===== src/rtl/golay_encoder.sv =====
// Bit-serial systematic encoder for the extended Golay (24,12) code.
// Produces {data, parity}; one data bit is folded into the parity per cycle.
module golay_encoder (
    input  logic        clk,
    input  logic        rst_n,
    input  logic        enable,
    input  logic [11:0] input_vector,
    output logic [23:0] output_vector,
    output logic        ready,
    output logic        finish
);

    // Parity masks, M[11] first; column k of this table is the parity
    // contribution of data bit d[k].
    localparam logic [11:0][11:0] C_M = {
        12'hFFE, 12'hA3B, 12'hD1D, 12'h68F, 12'hB47, 12'hDA3,
        12'hED1, 12'h769, 12'h3B5, 12'h1DB, 12'h8ED, 12'h477
    };

    typedef enum logic [1:0] {
        S_IDLE = 2'd0,
        S_CALC = 2'd1,
        S_DONE = 2'd2
    } state_t;

    state_t      r_state;
    logic [11:0] r_data;
    logic [11:0] r_acc;
    logic [3:0]  r_cnt;

    logic [11:0] w_col;
    logic        w_bit;

    always_comb begin
        w_col = '0;
        for (int i = 0; i < 12; i++) begin
            w_col[i] = C_M[i][r_cnt];
        end
        w_bit = r_data[r_cnt];
    end

    always_ff @(posedge clk) begin
        if (!rst_n) begin
            r_state       <= S_IDLE;
            r_data        <= '0;
            r_acc         <= '0;
            r_cnt         <= '0;
            output_vector <= '0;
            ready         <= 1'b1;
            finish        <= 1'b0;
        end else begin
            finish <= 1'b0;
            case (r_state)
                S_IDLE: begin
                    if (enable && ready) begin
                        r_data  <= input_vector;
                        r_acc   <= '0;
                        r_cnt   <= 4'd11;
                        ready   <= 1'b0;
                        r_state <= S_CALC;
                    end
                end
                S_CALC: begin
                    if (w_bit) begin
                        r_acc <= r_acc ^ w_col;
                    end
                    // Counter parks at 0; the exit is taken on the last bit.
                    if (r_cnt == 4'd0) begin
                        r_state <= S_DONE;
                    end else begin
                        r_cnt <= r_cnt - 4'd1;
                    end
                end
                S_DONE: begin
                    output_vector <= {r_data, r_acc};
                    finish        <= 1'b1;
                    ready         <= 1'b1;
                    r_state       <= S_IDLE;
                end
                default: begin
                    ready   <= 1'b1;
                    r_state <= S_IDLE;
                end
            endcase
        end
    end

endmodule


===== config.mk =====
export PLATFORM = sky130hd
export DESIGN_NAME = golay_encoder
export DESIGN_NICKNAME = d
export VERILOG_FILES = /design/src/rtl/golay_encoder.sv
export SDC_FILE = /design/constraint.sdc
export NUM_CORES = 1
export LEC_CHECK = 0
export CAP_MARGIN = 20
export CORE_UTILIZATION = 51
export CTS_BUF_LIST = sky130_fd_sc_hd__clkbuf_8
export DETAILED_ROUTE_END_ITERATION = 12
export PLACE_DENSITY = 0.78
export SLEW_MARGIN = 20
export SYNTH_ARGS = -nofsm -noshare
export SYNTH_HDL_FRONTEND = slang
export SYNTH_SLANG_ARGS = --single-unit
export TNS_END_PERCENT = 100

===== constraint.sdc =====
create_clock -name clk -period 2.3 [get_ports clk]
set_input_delay 0.575 -clock clk [delete_from_list [all_inputs] [get_ports clk]]
set_output_delay 0.575 -clock clk [all_outputs]
set_load 0.05 [all_outputs]

; After elaboration in Yosys (flattened, before gate mapping)
; Memories as Yosys holds them, arrays and structs flattened. A register that Yosys moved wholly into a read port is not among the register bits.
; Index checks and enable logic that the tools add are counted.
[totals]
ff_bits = 56
rom_bits = 192
in_bits = 15
output_inout_bits = 26
wordCells = 88
memories = 12
[classes]
add_sub_neg = 1
n_lt_le_gt_ge = 1
n_eq_ne = 6
muxes = 50
n_bitwise = 2
n_reduce_logical = 9
[mem_list]
columns = memory, depth, width, read_ports, rd_clocked_by_memory_dff, wr, line
row1 = (name not given), 16, 1, 1, 1, 0, 37  ; w_col[i] = C_M[i][r_cnt];
row2 = (name not given), 16, 1, 1, 1, 0, 37
row3 = (name not given), 16, 1, 1, 1, 0, 37
row4 = (name not given), 16, 1, 1, 1, 0, 37
row5 = (name not given), 16, 1, 1, 1, 0, 37
row6 = (name not given), 16, 1, 1, 1, 0, 37
row7 = +6 memories, n/a, n/a, n/a, n/a, n/a, n/a
[ops]
columns = operator, count
row1 = 2-to-1 mux 4 bit, 26
row2 = 2-to-1 mux 12 bit, 2
row3 = case mux 12 bit (2 select lines), 1
row4 = 2-to-1 mux 1 bit, 15
row5 = XOR 12 bit, 1
row6 = != test 2 bit (second input constant), 4
row7 = case mux 4 bit (2 select lines), 1
row8 = AND reduction 2 bit, 3
row9 = AND reduction 3 bit, 2
row10 = less-than comparator 4 x 5 -> 1 bit (second input constant), 1
row11 = binary-select mux 1 bit (select 4 bit), 1
row12 = zero test 4 bit, 1
row13 = 2-to-1 mux 2 bit, 2
row14 = case mux 2 bit (2 select lines), 1
row15 = subtractor 4 x 1 -> 4 bit (second input constant), 1
row16 = equality test 2 x 1 -> 1 bit (second input constant), 1
row17 = equality test 2 bit (second input constant), 1
row18 = zero test 2 bit, 1
row19 = case mux 1 bit (2 select lines), 1
row20 = nonzero test 2 bit, 1
row21 = logical AND 1 bit, 1
row22 = NOT 1 bit, 1

; Depth between registers and ports, before layout
; Gate-level depths: netlist of run 1.
[depth]
ltp_word = 5
mapped_depth = 12
depth_no_buf = 10

; Worst setup path after synthesis of run 1
; No wires, ideal clock.
[synth_path]
path_type = register to register
from = register ready
to = register w_col[2] (netlist name)
setup_ns = 0.070
arrival_time_ns = 2.376
t_required_ns = 2.230
setup_slack_ns = -0.146
stages_incl_launch_ff = 10
period_less_slack_ns = 2.446
path_cell_list = dfxtp_1 > a21oi_1 > or2_2 > a221o_1 > buf_2 > nor2_1 > inv_1 > ha_1 > mux2_2 > a21oi_1
[synth_lines]
columns = item, line
row1 = start: declaration, 9  ; output logic ready,
row2 = start signal: assignment, 49  ; ready <= 1'b1;
row3 = start signal: assignment, 59  ; ready <= 1'b0;
row4 = start signal: assignment, 77  ; ready <= 1'b1;

==> results by stage, run 1 <==
Clock tree:
- The clock tree from TritonCTS is yes.
- CTS placed an instance of clkbuf_8 at the clock tree root.
- The maximum root-to-sink buffer count is 2.
- Clock latency on the worst-skew pair, taken at its later pin, is 0.35 ns.
- After clock tree synthesis, the clock-pin slew on the worst setup and hold paths is 0.08 ns.
- The H-tree depth reported by CTS is 3.
- After clock tree synthesis, the flow added hold-fix buffers numbering 0.
- Clock tree synthesis inserted a total of 9 buffers.
- For this design, the sink count on the clock tree is 68.

Yosys:
- The sequential fraction of the synthesis area is 0.461.
- The post-synth net total is 356.
- The number of warning messages in the yosys log is 0.
- The number of flops mapped to enable cells by yosys is 0.
- For this run, asynchronously set or reset flops after synthesis account for 0.
- The area of the mapped netlist is 2950 um^2.
- After technology mapping, the gate count stands at ~330.
- A synthesized cell averages a little under 9 um^2.
- After synthesis the netlist holds a flip-flop and latch count of between 60 and 70.
- Among all flip-flop cells after synthesis, the most frequent one is dfxtp_1.
- The number of distinct standard cells referenced by the synthesized netlist is 43.

GRT:
- After global routing the overflow that remains totals 0.
- The number of antenna violations at the first check in global routing was 0.
- Across every metal layer, demand over resource in global routing totals 0.242.
- The global-route wire length before repair is about 11000 um.
- The via count of the first global-routing pass came to 2556.
- Entering global routing, the biggest net connects 34 pins.

Worst setup path:
- The maximum fanout encountered on the critical timing path is 5.
- The worst setup path is launched from a flop.
- The largest individual stage delay along the critical path comes from the cell a221o_1.
- The most frequent cell on the critical path is ha_2.
- The largest stage delay on the critical path is 0.37 ns.
- The critical path data required time is 2.58 ns.
- For the worst setup path, the data arrival time is 2.45 ns.
- The worst setup path is captured at a flop.
- The signal on the critical path passes through inv_1 > ha_2 > nor3b_4 > nor2_2 > a221o_1 > nor2_4 > inv_2 > ha_2 > mux2_2 > a21oi_1.
- The critical path is of the reg2reg type.

Cells and area:
- After the last flow step, the layout net total stands at about 410.
- After routing the design area is roughly 3800 um^2.
- The total inserted antenna cells is 0.
- In the final layout, the share of cells above drive strength 1 is 0.157.
- The most common cell after layout, fill and taps aside is nand2_1.
- The layout has 439 filler cells.
- The top cell types in the final layout, fill and taps aside, are nand2_1 (77), dfxtp_1 (67), a21oi_1 (43), clkdlybuf4s50_1 (39), buf_4 (29).
- Compared with the post-synthesis result, the final layout area differs by 28.2%.

Power:
- The share of total power dissipated in combinational logic is 0.206.
- The analysis attributes to cell leakage a power of 1.57 nW.
- The proportion of power drawn by flip-flops and latches is 0.439.
- The internal power summed over all cells is roughly 0.0022 W.
- Of the total power, the share spent switching nets is 0.286.
- Overall power consumption after layout is estimated at 0.00311 W.
- The clock network fraction of total power is 0.354.
- Summed over all nets, the switching power comes to 0.000888 W.
- The power per cell area is 821 nW/um^2.
- Across the VDD grid, the largest voltage drop is around 480 uV.

Timing:
- The pin slew with the least headroom to its limit is between 0.5 and 0.6 ns.
- The clock period minus worst slack is 2.17 ns.
- Measured against its own limit, the worst slew margin works out to 0.650.
- The number of setup violations in the final report is 0.
- The count of final max-slew check failures came to 0.
- The hold slack is 0.453 ns.
- Setup repair after global routing could not meet its margin everywhere.
- Based on the critical path, the design can be clocked at up to 0.461 GHz.
- In the finished design, the share of the clock period the worst path needs comes to 0.944.
- The final-report hold violation count is 0.
- On the final layout, the worst clock skew is 0.00831 ns.

Drt:
- The sum of routed wire length over all layers is around 7000 um.
- The count of nets left with antenna violations once routing finished came out at 0.
- The routed layout has 2613 vias.
- The average vias per placed instance is 5.61.
- In the routed design, unresolved DRC markers number 0.
- The first-pass iteration count of the detailed router is 4.
- The count of routing violations after the opening detailed-route iteration is 112.
- In the final routed layout, each cell accounts on average for 15.0 um.

Floorplan:
- The initialized floorplan defines 27 standard-cell rows.
- The die covers 6100 um^2.
- The effective utilization at floorplan is 0.533.
- The die is 78.1 um tall.
- The width of the die is 78.1 um.
- The area of the placeable core is 5540 um^2.
- The count of pins on the block boundary is 41.

Placement:
- Summed over all nets, the half-perimeter wirelength after detailed placement is 4680 um.
- The weighted congestion reported at the end of routability-driven placement is roughly 0.87.
- The placed cell area is 3550 um^2.
- During placement, the flow inserted port buffers numbering 40.

Job:
- The max-capacitance violation count is 0.

Status:
- The run finished with clean final reports.

Hold path:
- The worst hold-check path type is reg2reg.
-- cell usage after synthesis (2+ instances only) --
cell type  number  area [um^2]
clkbuf_1       18         67.6
nor2b_1         2         12.5
dfxtp_1        68         1360
a41o_1         12          120
buf_6           2         22.5
o2bb2ai_1       2         17.5
o221a_2         2         22.5
buf_4           2         15.0
o21ai_0        27          135
nor2_1          8         30.0
a21oi_1        43          215
ha_1            7         87.6
buf_2           3         15.0
inv_1           6         22.5
or3_1           3         18.8
nor3_1          2         10.0
mux4_1          3         78.8
and3_1          2         12.5
nand3b_1        2         15.0
nand2b_1        3         18.8
mux2i_1         5         50.1
and3b_1        12          105
a221o_1         2         20.0
mux2_2          3         33.8
nand2_1        77          289
-- per-stage QoR --
stage	cells	TNS [ns]	setup WS [ns]	util
2_1_floorplan	334	0	0.00424	-
4_1_cts	465	0	0.0251	0.681
6_report	466	0	0.129	0.683
3_5_place_dp	449	-4.28	-0.403	0.641
5_1_grt	466	-0.0101	-0.0101	0.683
3_3_place_gp	449	-3.67	-0.358	0.641
-- cells by family (layout without fill, tap and decap cells) --
logic type,Yosys count,count (layout),synth area share
xor gates and xnor gates,1,1,0.00297
muxes,12,12,0.0589
AOI/OAI and AO/OA,95,95,0.202
DFF,68,68,0.461
adders and majority gates,7,7,0.0297
and+or+nand+nor,118,118,0.194
buffers and inverters,33,93,0.0509
-- worst max-delay path, delay by kind of cell (launching register included) --
family / cells / cell delay [ns]
AND/OR/NAND/NOR: 3 / 0.49
adder cells (fa/ha/maj): 2 / 0.37
flip-flops: 1 / 0.33
buffers and inverters: 2 / 0.14
multiplexers: 1 / 0.27
AO/OA/AOI/OAI: 2 / 0.51
-- layout make-up --
| type | instances | area, um^2 | area share |
|---|---|---|---|
| clock buffer | 10 | 138 | 0.0364 |
| clock inverter | 6 | 86.3 | 0.0228 |
| inverter | 8 | 30.0 | 0.00793 |
| multi-input combinational | 233 | 1460 | 0.386 |
| sequential | 68 | 1360 | 0.360 |
| tap | 72 | 90.1 | 0.0238 |
| timing repair buffer | 69 | 617 | 0.163 |
-- flip-flops by register name, summed over array words and instances (netlist names) --
signal and flops:
ready 1, output_vector 24, r_state 2, finish 1, r_data 12, w_col 12
r_cnt 4, r_acc 12
-- final timing paths --
path	startpoint	to	slack (ns)	cells past startpoint
max	r_cnt[1]	w_col[1]	0.13	10
min	output_vector[3]	output_vector[3]	0.45	2
max reg2reg	r_cnt[1]	w_col[1]	0.13	10
min reg2reg	output_vector[3]	output_vector[3]	0.45	2
-- per-layer routing --
| layer | wire [um] | global-route usage |
|---|---|---|
| met2 | 3500 | 0.423 |
| met5 | 0 | 0 |
| met4 | 167 | 0.131 |
| met1 | 3020 | 0.267 |
| met3 | 291 | 0.0605 |
-- power by group through the flow --
stage          Combinational, W  Clock (W)  Sequential, W
3_3_place_gp           0.000602          0        0.00138
5_1_grt                0.000700    0.00117        0.00138
2_1_floorplan          0.000413          0        0.00138
4_1_cts                0.000630    0.00112        0.00136
3_5_place_dp           0.000624          0        0.00139
6_report               0.000641    0.00110        0.00137
-- repair_timing --
item,4_1_cts,5_1_grt
pin swaps,2,3
cloned,0,0
buffers inserted,0,1
resized for setup,2,3
hold endpoints to repair,0,0
setup endpoints to repair,2,6
Note: power is estimated with default switching activity, not from simulation.
==> run 2, diff against run 1 <==
--- a/config.mk
+++ b/config.mk
@@ -6,10 +6,11 @@
 export NUM_CORES = 1
 export LEC_CHECK = 0
 export CAP_MARGIN = 20
-export CORE_UTILIZATION = 51
-export CTS_BUF_LIST = sky130_fd_sc_hd__clkbuf_8
+export CORE_MARGIN = 1.5
+export CORE_UTILIZATION = 49
 export DETAILED_ROUTE_END_ITERATION = 12
-export PLACE_DENSITY = 0.78
+export PLACE_DENSITY = 0.76
+export SETUP_SLACK_MARGIN = 0.5
 export SLEW_MARGIN = 20
 export SYNTH_ARGS = -nofsm -noshare
 export SYNTH_HDL_FRONTEND = slang
==> run 2 against run 1 <==
Core utilization decreased by 0.16 points. Clock power is 25% lower. Die area increased by 6.6%. Design area up 5.4%. Largest cell class unchanged. Critical path depth increased by 1. Highest routed layer unchanged. Critical endpoint is now w_col[10]. Clock-buffer cell count up 1. Wire length up 5.7%.
==> results by stage, run 2 (same netlist as run 1, synthesis figures left out) <==
Timing:
- The worst path setup slack after routing is 0.151 ns (+0.0227 ns).
- The count of final max-slew check failures is 0 (unchanged).
- The final-report hold violation count was 0 (unchanged).
- The final clock period utilization by the worst path came to 0.934 (-0.00986).
- The pin slew with the least headroom to its limit is 0.492 ns (-0.0317 ns).
- The maximum clock frequency is 0.465 GHz (+1.1%).
- The worst max-slew margin expressed relative to the limit came to 0.673 (+0.0235).
- The hold slack came to 0.453 ns (+0.000633 ns).
- The number of setup violations in the final report was 0 (unchanged).
- The worst clock skew on the final layout is 0.0111 ns (+0.00281 ns).
- Setup repair after global routing could not meet its margin everywhere.
- The clock period minus worst slack is 2.15 ns (-0.0227 ns).

Cells and area:
- The flip-flop count of the largest register, all copies and words added is 24 (unchanged).
- Relative to the synthesized area, the layout overhead comes to 35.1%.
- The fraction of final layout cells sized beyond drive strength 1 came to 0.274 (+0.116).
- The final core area utilization is 0.682 (-0.00159).
- The most common cell after layout, fill and taps aside is nand2_1.
- The total inserted antenna cells is 0 (unchanged).
- The largest register by flop count is output_vector.
- The post-layout net count is 426 (+3.6%).
- The count of non-filler cells in the finished layout is 484 (+3.9%).
- The total non-filler cell area in the finished layout is 3990 um^2 (+5.4%).
- In the layout the commonest cells are nand2_1 (77), dfxtp_1 (64), a21oi_1 (39), buf_4 (35), o21ai_0 (26).

Worst setup path:
- Traced cell by cell, the critical path runs through inv_2 > ha_4 > nor3b_4 > nor2_2 > a221o_1 > nor2_4 > buf_4 > ha_4 > buf_4 > nand2b_1 > a22o_1.
- STA classifies the critical path endpoint as a flop.
- The critical-path cell with the highest stage delay is a221o_1.
- The largest stage delay on the critical path came to 0.37 ns (about the same).
- The data arrival time at the worst-slack endpoint is 2.38 ns (-0.07 ns).
- The maximum fanout encountered on the critical timing path was 4 (-1).
- The type of the setup path with the least slack is reg2reg.
- The critical path data required time came to 2.54 ns (-0.04 ns).
- The worst setup path is launched from a flop.

Clock tree:
- The H-tree depth reported by CTS was 3 (unchanged).
- The cell sitting at the root of the clock tree is a clkbuf_8.
- The count of clock tree sinks is 68 (unchanged).
- The clock tree from TritonCTS is yes.
- The post-CTS clock slew at the launch and capture registers of the worst setup and hold paths was 0.07 ns (about the same).
- The clock insertion delay at the later pin of the skew report came to 0.34 ns (about the same).
- The maximum root-to-sink buffer count came to 2 (unchanged).
- The total clock buffers created by CTS is 9 (unchanged).

Drt:
- The first-pass iteration count of the detailed router was 4 (unchanged).
- The average vias per placed instance was 5.54 (-1.2%).
- The count of routing violations after the opening detailed-route iteration is 182 (+63%).
- The post-route antenna net violation count is 0 (unchanged).
- The average wire per standard cell is 15.2 um (+1.8%).
- The sum of routed wire length over all layers is 7370 um (+5.7%).
- The post-route DRC violation count was 0 (unchanged).
- The total via count after detailed routing came to 2681 (+2.6%).

GRT:
- The via count of the first global-routing pass is 2496 (-2.3%).
- The global-route wire length before repair is 11800 um (+4.2%).
- The total global routing overflow is 0 (unchanged).
- The largest net degree at the start of global routing is 35 (+2.9%).
- The number of antenna violations at the first check in global routing came to 0 (unchanged).
- The global-route total usage across every layer is 0.239 (-0.00250).

Floorplan:
- The area of the placeable core is 5850 um^2 (+5.6%).
- The width of the die is 80.6 um (+3.2%).
- The count of pins on the block boundary is 41 (unchanged).
- The chip height came to 80.6 um (+3.2%).
- The die area came to 6500 um^2 (+6.6%).
- The cell row count is 28 (+3.7%).
- The effective utilization at floorplan is 0.504 (-0.0283).

Hold path:
- The worst hold-check path type is reg2reg.

Power:
- The reported leakage power is 1.67 nW (+6.4%).
- The maximum ir drop on the vdd rail came to 475 uV (-0.60%).
- The power per cell area is 771 nW/um^2 (-6.2%).

Placement:
- The placed instance count is 449 (unchanged).
- The placed cell area is 3600 um^2 (+1.3%).
- The number of port buffers is 40 (unchanged).
- The weighted congestion reported at the end of routability-driven placement is 0.817 (-6.3%).
- The placement-stage worst setup slack is -0.411 ns (-0.00757 ns).
- The placed wire-length estimate after detailed placement is 4650 um (-0.65%).

Status:
- The flow ran to the end, and the final reports show no timing, DRC or antenna violations.

Job:
- The max-capacitance violation count is 0 (unchanged).
==> run 2: cell types whose count changed in the layout (fill, tap and decap cells not counted), moves of 4 or more <==
cell             change
buf_4                +6
a21oi_1              -4
ha_1                 -4
inv_4                +4
clkdlybuf4s15_1     +15
clkdlybuf4s50_1     -26
ha_4                 +5
buf_6                +7
clkbuf_2            +11
==> run 2: final timing paths <==
path | start | endpoint | slack, ns | depth (start not counted)
setup / recovery | r_cnt[1] | w_col[10] | 0.15 | 11
hold / removal | output_vector[2] | output_vector[2] | 0.45 | 2
setup reg to reg | r_cnt[1] | w_col[10] | 0.15 | 11
hold reg to reg | output_vector[2] | output_vector[2] | 0.45 | 2
==> run 2: timing repair <==
action | 4_1_cts | 5_1_grt
hold buffers | 0 | 0
endpoints found under the setup margin | 52 | 49
buffers inserted | 11 | 6
gates cloned | 2 | 0
resized for setup | 52 | 51
pin swaps | 17 | 15
==> run 2: layout make-up <==
| cell class | count | area, um^2 |
|---|---|---|
| clock inverters | 5 | 28.8 |
| multi-input cells | 233 | 1600 |
| fillers | 453 | 1860 |
| inverters | 8 | 41.3 |
| well taps | 75 | 93.8 |
| repair buffers | 84 | 728 |
| flip-flops and latches | 68 | 1370 |
| clock buffers | 11 | 131 |
==> run 2: critical path, delay by kind of cell, from the launching register on <==
family / cells / cell delay [ns]
buf+inv: 3 / 0.34
simple gates: 4 / 0.57
fa+ha+maj: 2 / 0.26
compound gates: 2 / 0.54
flops: 1 / 0.33
==> run 2: where the power goes <==
group | internal [W] | total (W) | switching, W
registers | 0.00129 | 0.00137 | 0.0000886
clock network | 0.000386 | 0.000830 | 0.000444
logic | 0.000441 | 0.000868 | 0.000427
total | 0.00211 | 0.00307 | 0.000960
==> run 2: stage by stage <==
step | setup TNS (ns) | power, W
final | 0 | 0.00307
after global routing | 0 | 0.00322
after CTS | 0 | 0.00297
after detailed placement | -4.98 | 0.00204
after global placement | -3.95 | 0.00202
after floorplan | 0 | 0.00183
==> run 2: layer usage <==
metal / global-route usage / vias up / share of wire
li1: - / 1311 / -
met5: 0 / - / 0
met4: 0.0724 / 0 / 0.011
met2: 0.418 / 64 / 0.52
met3: 0.0614 / 12 / 0.039
met1: 0.285 / 1294 / 0.43
